$ cat config.mk
export PLATFORM = sky130hd
export DESIGN_NAME = pipe_hazard_ctrl
export DESIGN_NICKNAME = d
export VERILOG_FILES = /design/src/rtl/pipe_pkg.sv /design/src/rtl/fwd_match.sv /design/src/rtl/pipe_hazard_ctrl.sv
export SDC_FILE = /design/constraint.sdc
export NUM_CORES = 1
export LEC_CHECK = 0
export CORE_MARGIN = 2
export CORE_UTILIZATION = 49
export CTS_CLUSTER_SIZE = 28
export DETAILED_ROUTE_END_ITERATION = 10
export GPL_TIMING_DRIVEN = 0
export PLACE_DENSITY = 0.79
export SLEW_MARGIN = 25
export SYNTH_ARGS = -nofsm -noshare
export SYNTH_HDL_FRONTEND = slang
export SYNTH_HIERARCHICAL = 1
export SYNTH_SLANG_ARGS = --single-unit
$ cat constraint.sdc
create_clock -name clk -period 2.9 [get_ports clk]
set_input_delay 0.435 -clock clk [delete_from_list [all_inputs] [get_ports clk]]
set_output_delay 0.435 -clock clk [all_outputs]
set_load 0.02 [all_outputs]
$ cat src/rtl/pipe_pkg.sv
// Shared definitions for the 16-bit pipeline: opcodes, branch conditions,
// hazard-controller states and instruction field helpers.
package pipe_pkg;

  typedef enum logic [3:0] {
    OP_ADD  = 4'h0, OP_SUB = 4'h1, OP_AND = 4'h2, OP_OR  = 4'h3,
    OP_XOR  = 4'h4, OP_NOT = 4'h5, OP_SHL = 4'h6, OP_SHR = 4'h7,
    OP_LW   = 4'h8, OP_SW  = 4'h9, OP_LUI = 4'hA, OP_LLI = 4'hB,
    OP_B    = 4'hC, OP_JAL = 4'hD, OP_JR  = 4'hE, OP_EXEC = 4'hF
  } opcode_t;

  typedef enum logic [2:0] {
    CC_EQ = 3'b000, CC_NE = 3'b001, CC_GT = 3'b010, CC_LT = 3'b011,
    CC_GE = 3'b100, CC_LE = 3'b101, CC_VS = 3'b110, CC_AL = 3'b111
  } cond_t;

  typedef enum logic {
    ST_RUN   = 1'b0,
    ST_FLUSH = 1'b1
  } state_t;

  // Instruction field slices: opcode[15:12] rd[11:8] rs[7:4] rt[3:0] cond[11:9]
  function automatic opcode_t f_opc(input logic [15:0] instr);
    return opcode_t'(instr[15:12]);
  endfunction

  function automatic logic [3:0] f_rd(input logic [15:0] instr);
    return instr[11:8];
  endfunction

  function automatic logic [3:0] f_rs(input logic [15:0] instr);
    return instr[7:4];
  endfunction

  function automatic logic [3:0] f_rt(input logic [15:0] instr);
    return instr[3:0];
  endfunction

  function automatic cond_t f_cond(input logic [15:0] instr);
    return cond_t'(instr[11:9]);
  endfunction

  // Operand usage and side effects by opcode
  function automatic logic uses_rs(input opcode_t opc);
    return opc <= OP_SW;
  endfunction

  function automatic logic uses_rt(input opcode_t opc);
    return opc <= OP_OR;
  endfunction

  function automatic logic uses_rd(input opcode_t opc);
    return (opc == OP_SW) || (opc == OP_JR) || (opc == OP_EXEC);
  endfunction

  function automatic logic writes_reg(input opcode_t opc);
    return (opc <= OP_LW) || (opc == OP_LUI) || (opc == OP_LLI) || (opc == OP_JAL);
  endfunction

  function automatic logic sets_flags(input opcode_t opc);
    return opc <= OP_SHR;
  endfunction

  // Branch condition evaluated on an {N,V,Z} flag triple
  function automatic logic cond_true(input cond_t c, input logic [2:0] nvz);
    logic n, v, z, res;
    n = nvz[2];
    v = nvz[1];
    z = nvz[0];
    case (c)
      CC_EQ:   res = z;
      CC_NE:   res = ~z;
      CC_GT:   res = ~z & ~n;
      CC_LT:   res = n;
      CC_GE:   res = z | ~n;
      CC_LE:   res = z | n;
      CC_VS:   res = v;
      default: res = 1'b1;
    endcase
    return res;
  endfunction

endpackage

$ cat src/rtl/fwd_match.sv
// Priority matcher over the in-flight scoreboard: reports the youngest
// stage whose destination equals the source register. R0 never matches.
module fwd_match
  import pipe_pkg::*;
#(
  parameter int DEPTH = 2,
  parameter int RSIZE = 4,
  parameter int SEL_W = 2
) (
  input  logic [RSIZE-1:0]            src,
  input  logic [DEPTH:1]              v,
  input  logic [DEPTH:1]              ld,
  input  logic [DEPTH:1][RSIZE-1:0]   dest,
  output logic                        hit,
  output logic [SEL_W-1:0]            sel,
  output logic                        is_load
);

  // Scan oldest to youngest so the youngest match overwrites and wins
  always_comb begin
    // NOTE: every output gets a default before the loop so no latch is inferred.
    hit     = 1'b0;
    sel     = '0;
    is_load = 1'b0;
    for (int k = DEPTH; k >= 1; k--) begin
      if ((src != '0) && v[k] && (dest[k] == src)) begin
        hit     = 1'b1;
        sel     = SEL_W'(k);
        is_load = ld[k];
      end
    end
  end

endmodule

$ cat src/rtl/pipe_hazard_ctrl.sv
// ID-stage hazard and flow controller: tracks in-flight destinations,
// selects forwarding sources, raises load-use / flag-hazard stalls,
// resolves branches on registered flags and flushes fetch after redirects.
module pipe_hazard_ctrl
  import pipe_pkg::*;
#(
  parameter  int ISIZE      = 16,
  parameter  int RSIZE      = 4,
  parameter  int FWD_DEPTH  = 2,
  parameter  int BR_PENALTY = 1,
  parameter  int LINK_REG   = 15,
  localparam int FSEL_W     = $clog2(FWD_DEPTH + 1)
) (
  input  logic              clk,
  input  logic              rst,
  input  logic              id_valid,
  input  logic [ISIZE-1:0]  id_instr,
  input  logic [2:0]        alu_flags,
  input  logic              alu_flag_we,
  output logic              stall,
  output logic              flush,
  output logic              pc_redirect,
  output logic              br_taken,
  output logic [FSEL_W-1:0] fwd_rs,
  output logic [FSEL_W-1:0] fwd_rt,
  output logic [FSEL_W-1:0] fwd_rd
);

  localparam int                CNT_W    = (BR_PENALTY > 1) ? $clog2(BR_PENALTY) : 1;
  localparam logic [CNT_W-1:0]  CNT_INIT = CNT_W'(BR_PENALTY - 1);
  localparam logic [RSIZE-1:0]  LINK     = RSIZE'(LINK_REG);
  localparam logic [FSEL_W-1:0] SEL_EX   = FSEL_W'(1);

  state_t                        state, state_n;
  logic [CNT_W-1:0]              cnt, cnt_n;
  logic [2:0]                    flags;
  logic [FWD_DEPTH:1]            sb_v, sb_ld, sb_fl;
  logic [FWD_DEPTH:1][RSIZE-1:0] sb_dest;

  opcode_t          opc;
  logic [RSIZE-1:0] rd, rs, rt;
  logic             active, use_rs, use_rt, use_rd;
  logic             load_use, flag_haz, issue;
  logic             rs_hit, rt_hit, rd_hit, rs_ld, rt_ld, rd_ld;
  logic [FSEL_W-1:0] rs_sel, rt_sel, rd_sel;

  assign opc    = f_opc(id_instr);
  assign rd     = f_rd(id_instr);
  assign rs     = f_rs(id_instr);
  assign rt     = f_rt(id_instr);
  assign use_rs = uses_rs(opc);
  assign use_rt = uses_rt(opc);
  assign use_rd = uses_rd(opc);

  fwd_match #(.DEPTH(FWD_DEPTH), .RSIZE(RSIZE), .SEL_W(FSEL_W)) u_match_rs (
    .src(rs), .v(sb_v), .ld(sb_ld), .dest(sb_dest),
    .hit(rs_hit), .sel(rs_sel), .is_load(rs_ld)
  );

  fwd_match #(.DEPTH(FWD_DEPTH), .RSIZE(RSIZE), .SEL_W(FSEL_W)) u_match_rt (
    .src(rt), .v(sb_v), .ld(sb_ld), .dest(sb_dest),
    .hit(rt_hit), .sel(rt_sel), .is_load(rt_ld)
  );

  fwd_match #(.DEPTH(FWD_DEPTH), .RSIZE(RSIZE), .SEL_W(FSEL_W)) u_match_rd (
    .src(rd), .v(sb_v), .ld(sb_ld), .dest(sb_dest),
    .hit(rd_hit), .sel(rd_sel), .is_load(rd_ld)
  );

  // ID is only considered in RUN and outside reset; FLUSH ignores id_valid
  assign active = ~rst & (state == ST_RUN) & id_valid;

  // A load sitting in EX cannot forward yet: hold ID for one cycle
  assign load_use = active & ((use_rs & rs_hit & rs_ld & (rs_sel == SEL_EX)) |
                              (use_rt & rt_hit & rt_ld & (rt_sel == SEL_EX)) |
                              (use_rd & rd_hit & rd_ld & (rd_sel == SEL_EX)));

  // Branch must wait until a flag-setting EX instruction has written the flag copy
  assign flag_haz = active & (opc == OP_B) & sb_v[1] & sb_fl[1];

  assign stall       = load_use | flag_haz;
  assign issue       = active & ~stall;
  assign br_taken    = issue & (opc == OP_B) & cond_true(f_cond(id_instr), flags);
  assign pc_redirect = br_taken | (issue & ((opc == OP_JAL) | (opc == OP_JR)));
  assign flush       = ~rst & (state == ST_FLUSH);

  assign fwd_rs = (active & use_rs & rs_hit) ? rs_sel : '0;
  assign fwd_rt = (active & use_rt & rt_hit) ? rt_sel : '0;
  assign fwd_rd = (active & use_rd & rd_hit) ? rd_sel : '0;

  // Next state: enter FLUSH on redirect, leave it the cycle after the counter hits zero
  always_comb begin
    state_n = state;
    cnt_n   = cnt;
    case (state)
      ST_RUN: begin
        if (pc_redirect) begin
          state_n = ST_FLUSH;
          cnt_n   = CNT_INIT;
        end
      end
      ST_FLUSH: begin
        if (cnt == '0) state_n = ST_RUN;
        else           cnt_n   = cnt - CNT_W'(1);
      end
    endcase
  end

  // State, flag copy and scoreboard shift register
  always_ff @(posedge clk) begin
    if (rst) begin
      // NOTE: the whole scoreboard is cleared so no stale hazard survives a reset mid-stall.
      state   <= ST_RUN;
      cnt     <= '0;
      flags   <= '0;
      sb_v    <= '0;
      sb_ld   <= '0;
      sb_fl   <= '0;
      sb_dest <= '0;
    end else begin
      // NOTE: non-blocking assignments let every stage shift from its pre-edge value.
      state <= state_n;
      cnt   <= cnt_n;
      if (alu_flag_we) flags <= alu_flags;
      for (int k = FWD_DEPTH; k >= 2; k--) begin
        sb_v[k]    <= sb_v[k-1];
        sb_ld[k]   <= sb_ld[k-1];
        sb_fl[k]   <= sb_fl[k-1];
        sb_dest[k] <= sb_dest[k-1];
      end
      sb_v[1]    <= issue & writes_reg(opc);
      sb_ld[1]   <= issue & (opc == OP_LW);
      sb_fl[1]   <= issue & sets_flags(opc);
      sb_dest[1] <= (opc == OP_JAL) ? LINK : rd;
    end
  end

endmodule
# == Word-level counts from Yosys, hierarchy flattened ==
# Index checks and enable logic that the tools add are counted.
# classes
magnitude_cmp,4
reduce_logical,21
eq_ne,24
muxes,29
add_sub_neg,1
n_bitwise,42
# op_table
op,count
$eq A4 B4 Y1 const B,8
$and A1 B1 Y1,30
$eq A4 B4 Y1,6
$mux W2,9
$mux W1,16
$logic_and A1 B1 Y1,12
$reduce_bool A4 Y1,3
$eq A3 B3 Y1 const B,3
$le A4 B4 Y1 const B,2
$or A1 B1 Y1,7
$pmux W1 S7,1
$eq A2 B1 Y1 const B,3
$eq A3 B2 Y1 const B,2
$logic_or A1 B1 Y1,5
$not A1 Y1,5
$le A4 B2 Y1 const B,1
$le A4 B3 Y1 const B,1
$mux W4,1
$pmux W1 S2,2
$eq A3 B1 Y1 const B,1
$logic_not A3 Y1,1
$ne A2 B2 Y1 const B,1
$sub A1 B1 Y1 const B,1
# totals
regBits,18
in_bits,23
elab_cells,129
out_inout_bits,10

# == Depth between registers and ports, before layout ==
# logic_depth
word_depth,19
depth_mapped,8
depth_no_buf,8

# == By module ==
# Netlist, hierarchy kept.
# modules_own_cells
module,cells_per_inst,area_each_um2,seq_area_each_um2,n_inst
pipe_hazard_ctrl,95,843.3,340.3,1
fwd_match,20,175.2,0.0,3

# == Worst setup path before layout ==
# Ideal clock, no wire load.
# synth_timing
kind,input port to output port
start,input port id_instr[3]
end,output port pc_redirect
path_buffers,0
slack_ns,0.193
stages,8
arrival_time_ns,2.272
required_time_ns,2.465
path_cell_list,xor2_1 a2111oi_4 nand3_1 nor2_1 and4b_1 a32oi_2 nand4b_4 a211oi_1
# synth_between
elab_cells_between_ends,27
classes_between,eq/ne (3); mux (6); bitwise (13); reduce/logical (5)
# synth_lines
element,line,text
"start, declared",pipe_hazard_ctrl.sv:17,"input logic [ISIZE-1:0] id_instr,"
$reduce_bool A4 Y1,fwd_match.sv:26,if ((src != '0) && v[k] && (dest[k] == src)) begin
$logic_and A1 B1 Y1 (2 in series),fwd_match.sv:26,
$mux W2,fwd_match.sv:26,
$mux W2 (*),fwd_match.sv:26,
via rt_sel[1],pipe_hazard_ctrl.sv:45,"logic [FSEL_W-1:0] rs_sel, rt_sel, rd_sel;"
$eq A2 B1 Y1 (*),pipe_hazard_ctrl.sv:75,(use_rt & rt_hit & rt_ld & (rt_sel == SEL_EX)) |
$and A1 B1 Y1 (*),pipe_hazard_ctrl.sv:75,
$or A1 B1 Y1 (*),pipe_hazard_ctrl.sv:74,assign load_use = active & ((use_rs & rs_hit & rs_ld & (rs_sel == SEL_EX)) |
$or A1 B1 Y1 (*),pipe_hazard_ctrl.sv:75,
$and A1 B1 Y1 (*),pipe_hazard_ctrl.sv:74,
$or A1 B1 Y1 (*),pipe_hazard_ctrl.sv:81,assign stall = load_use | flag_haz;
$not A1 Y1 (*),pipe_hazard_ctrl.sv:82,assign issue = active & ~stall;
$and A1 B1 Y1 (*),pipe_hazard_ctrl.sv:82,
$and A1 B1 Y1 (2 in series),pipe_hazard_ctrl.sv:83,"assign br_taken = issue & (opc == OP_B) & cond_true(f_cond(id_instr), flags);"
$or A1 B1 Y1 (*),pipe_hazard_ctrl.sv:84,assign pc_redirect = br_taken | (issue & ((opc == OP_JAL) | (opc == OP_JR)));
"end, declared",pipe_hazard_ctrl.sv:22,"output logic pc_redirect,"
# Mark *: on every way through the listed nets, which the timed path passes. The rest lies on a longest branch.

# == Worst setup path after layout ==
# layout_timing
start,register sb_dest[4] (netlist name)
end,output port pc_redirect
# layout_between
elab_cells_between_ends,46
classes_between,eq/ne (6); mux (18); bitwise (19); reduce/logical (3)
# layout_lines
element,line,text
"start, declared",pipe_hazard_ctrl.sv:38,logic [FWD_DEPTH:1][RSIZE-1:0] sb_dest;
"start signal, assigned by index",pipe_hazard_ctrl.sv:129,sb_dest[k] <= sb_dest[k-1];
$eq A4 B4 Y1 (*),fwd_match.sv:26,
$logic_and A1 B1 Y1 (*),fwd_match.sv:26,
$mux W2 (*) (2 in series),fwd_match.sv:26,
via rt_sel[1],pipe_hazard_ctrl.sv:45,
$eq A2 B1 Y1 (*),pipe_hazard_ctrl.sv:75,
$and A1 B1 Y1 (*),pipe_hazard_ctrl.sv:75,
$or A1 B1 Y1 (*),pipe_hazard_ctrl.sv:74,
$or A1 B1 Y1 (*),pipe_hazard_ctrl.sv:75,
$and A1 B1 Y1 (*),pipe_hazard_ctrl.sv:74,
$or A1 B1 Y1 (*),pipe_hazard_ctrl.sv:81,
$not A1 Y1 (*),pipe_hazard_ctrl.sv:82,
$and A1 B1 Y1 (*),pipe_hazard_ctrl.sv:82,
$and A1 B1 Y1 (2 in series),pipe_hazard_ctrl.sv:83,
$or A1 B1 Y1 (*),pipe_hazard_ctrl.sv:84,
# Marks and branches as above.

==> results.txt <==
- Ports: 33
* Overflow left after global routing: 0
* Wire length reported by the detailed router: 3.40 mm
- Sum of met2 wire segment lengths after detailed routing: 1.78 mm
* Area Overhead vs Synth: 34.5%
- Vias in the first global route: 1273
- Cell at the root of the clock tree: sky130_fd_sc_hd__clkbuf_4
- Element type at the critical path start: flip-flop
- Crit path capture: pc_redirect
- The tree built by TritonCTS fans out to 17 sinks.
- Setup violations remaining at the end of the flow were counted as 2.
* Number of distinct library cell variants in the gate-level netlist after synthesis: 37
* Final-report hold violation count: 0
* All-layer global routing usage: 22.0%
- The first routing iteration left 66 violations.
* DRC: 0
- Antenna violations before repair: 0
- At the end of routability-driven placement, the weighted congestion stood at 0.829.
* WP data required: 2.47 ns
- Number of H-tree branching levels: 1
* Syn_nets: 178
* EDFF count, synth: 0
- At the end of the flow, the number of nets in the layout was 222.
- Post-synthesis average cell area: 8.83 µm²
- Of all flip-flops after synthesis, the portion carrying an async set or reset was 0%.
* Max Fanout on Critical Path: 3
* Destination of the worst register-to-register timing path: sb_ld[1]
- Buffer levels on the longest clock path: 2
- Register-to-register setup slack: 0.60 ns
- Clock tree from TritonCTS: done
- DRT Pass-1 Iters: 5
- Post-route fraction of the period consumed by the critical path: 101%
- Cell Rows: 19
- On the final layout, the worst hold slack is 0.322 ns.
- Wire segments on met3 add up to 165 µm in the final route.
- Arrival time of the worst setup path: 2.48 ns
- Power spread over the standard cell area amounts to 293 mW/mm².
- The checks that failed: setup timing.
- LEAKAGE: 0.729 nW
- Die Height: 56.9 µm
- Hold Crit Start: id_instr[14]
* Sum of net half-perimeters after detailed placement: 2.44 mm
- Top sig layer: met4
- Sum of negative setup slack: -0.0365 ns
- The worst register-to-register path begins at sb_dest[4].
- The repair_antennas step left the layout with diodes totalling 0.
- The total count of max-transition violations in the final report is 0.
- CP Class: reg2out
* Slew at the pin closest to its max-slew limit: 0.396 ns
- Synthesis-stage register bit count: 17
- Dominant synthesized flop cell: sky130_fd_sc_hd__dfxtp_1
- Maximum vdd ir drop: 0.000299 V
- The cell area that synthesis handed to floorplanning was 0.00137 mm².
* Warnings, synthesis: 6
- Final worst clock skew: 0.00690 ns
- In the post-route analysis, the smallest setup slack over all paths is -0.0195 ns.
* Sequential-to-total area share from yosys stat: 24.9%
* Result of the run: finished, violations left
* Setup repair after global routing missed its margin: true
- Critical path capture point type: output pin
* Total number of vias: 1280
* Die Wd: 56.9 µm
- Area of the core: 0.00271 mm²
- Highest-count cells in the layout ignoring fill and taps: 21 x sky130_fd_sc_hd__nor2_1, 15 x sky130_fd_sc_hd__dfxtp_1, 12 x sky130_fd_sc_hd__inv_1, 12 x sky130_fd_sc_hd__clkdlybuf4s50_1, 12 x sky130_fd_sc_hd__xnor2_1
- Dividing the detail-routed wire length by the instance count gives 14.9 µm.
- The path class of the tightest hold or removal check is in2reg.
* Final antenna-violating net count: 0
* Post-layout minimum cycle time: 2.92 ns
* Overall power consumption: 0.539 mW
* Max-slew headroom: 73.2%
- CP Launch Point: sb_dest[4]
- The library cell used most frequently in the layout, excluding fill and tap cells, is sky130_fd_sc_hd__nor2_1.
* Share of post-route cells with drive strength above 1: 25.8%
* Starting utilization of the core area: 50.5%
* Port Buffer Count: 31
* Count of hold-fix buffers inserted at cts: 0
- Number of buffers inserted during clock tree synthesis: 3
- Clock transition time at the flip-flop clock pins of the worst setup and hold paths: 0.10 ns
* Highest achievable clock rate: 343 MHz
- For the worst flop-to-flop path, the logic depth is 9.
- The detailed router put a total of 1.39 mm of wire on met1.
* Cells after synthesis: 155
- Max-cap violation count: 0
- Clk Latency, worst-skew pair: 0.30 ns
* Wire length of the first global-routing pass: 5.58 mm
* Pin count of the biggest net entering global routing: 12
- Final cell utilization of the core: 67.9%
- The floorplan step defined a die boundary enclosing 0.00323 mm².
* Post-DR vias/cell: 5.59
-- per-layer routing --
metal / GRT usage [%] / up-vias
li1: - / 629
met1: 25.6 / 605
met2: 39.7 / 39
met3: 3.00 / 7
met4: 9.97 / 0
met5: 0 / -
-- repair_timing --
| action | in CTS | in global routing |
|---|---|---|
| gates resized for setup | 49 | 14 |
| pin swaps | 7 | 10 |
| endpoints found under the hold margin | 0 | 0 |
| setup endpoints to repair | 9 | 7 |
| buffers inserted | 5 | 3 |
-- Yosys cell counts (all sizes together) (4+ instances only) --
master / n / area [µm²]
nor2b: 8 / 50.1
inv: 12 / 45.0
mux2i: 7 / 70.1
dfxtp: 17 / 340
nor2: 23 / 86.3
a21oi: 5 / 58.8
nand2: 10 / 37.5
nand4: 7 / 43.8
xor2: 9 / 78.8
nand3: 5 / 25.0
a211oi: 4 / 30.0
nand2b: 4 / 25.0
nor3: 5 / 40.0
xnor2: 12 / 105
-- worst min path at each step --
stage                           to  depth (start not counted)
after global routing      sb_ld[1]                          2
after CTS                 sb_ld[1]                          2
final                     sb_ld[1]                          2
after floorplan           flags[1]                          2
after global placement    flags[1]                          2
after detailed placement  flags[1]                          2
-- area by class of cell --
cell class / count / area (µm²)
plain buffers: 2 / 15.0
fillers: 220 / 870
inverters: 12 / 45.0
repair buffers: 39 / 347
flip-flops and latches: 17 / 348
clock buffers: 4 / 26.3
multi-input cells: 124 / 1020
well taps: 31 / 38.8
-- flip-flops by register name, summed over array words and instances, names as in the netlist --
signal	cells
flags	3
sb_ld	2
sb_v	2
sb_dest	8
state	1
sb_fl	1
-- cells by family (layout without fill, tap and decap cells) --
group	Yosys count	count (layout)	synth area share, %
XOR/XNOR	21	21	13.4
flip-flops	17	17	24.9
buffers and inverters	14	57	4.39
AO/OA/AOI/OAI	20	20	17.6
AND/OR/NAND/NOR	76	76	34.6
multiplexers	7	7	5.12
-- report_power, final --
part | switching [mW] | internal, mW | leakage (nW) | total [mW]
combinational | 0.0773 | 0.0723 | 0.572 | 0.150
clock | 0.0769 | 0.0536 | 0.0150 | 0.131
sequential | 0.0151 | 0.243 | 0.141 | 0.258
-- critical path, stage by stage (launching register included) --
cell,delay [ns]
sky130_fd_sc_hd__dfxtp_4,0.37
sky130_fd_sc_hd__xor2_2,0.15
sky130_fd_sc_hd__a2111oi_4,0.41
sky130_fd_sc_hd__nand3_2,0.16
sky130_fd_sc_hd__nor2_2,0.12
sky130_fd_sc_hd__and4b_1,0.21
sky130_fd_sc_hd__a32oi_2,0.22
sky130_fd_sc_hd__nand4b_4,0.16
sky130_fd_sc_hd__a211oi_2,0.21
sky130_fd_sc_hd__buf_4,0.17
-- stage by stage --
step	area [µm²]	std cells	worst slack, ns
2_1_floorplan	1370	155	0.193
3_3_place_gp	1720	217	-0.739
3_5_place_dp	1720	217	-0.805
4_1_cts	1800	226	-0.0192
5_1_grt	1840	229	-0.126
6_report	1840	229	-0.0195
No activity file was read; power rests on OpenSTA's default activity.
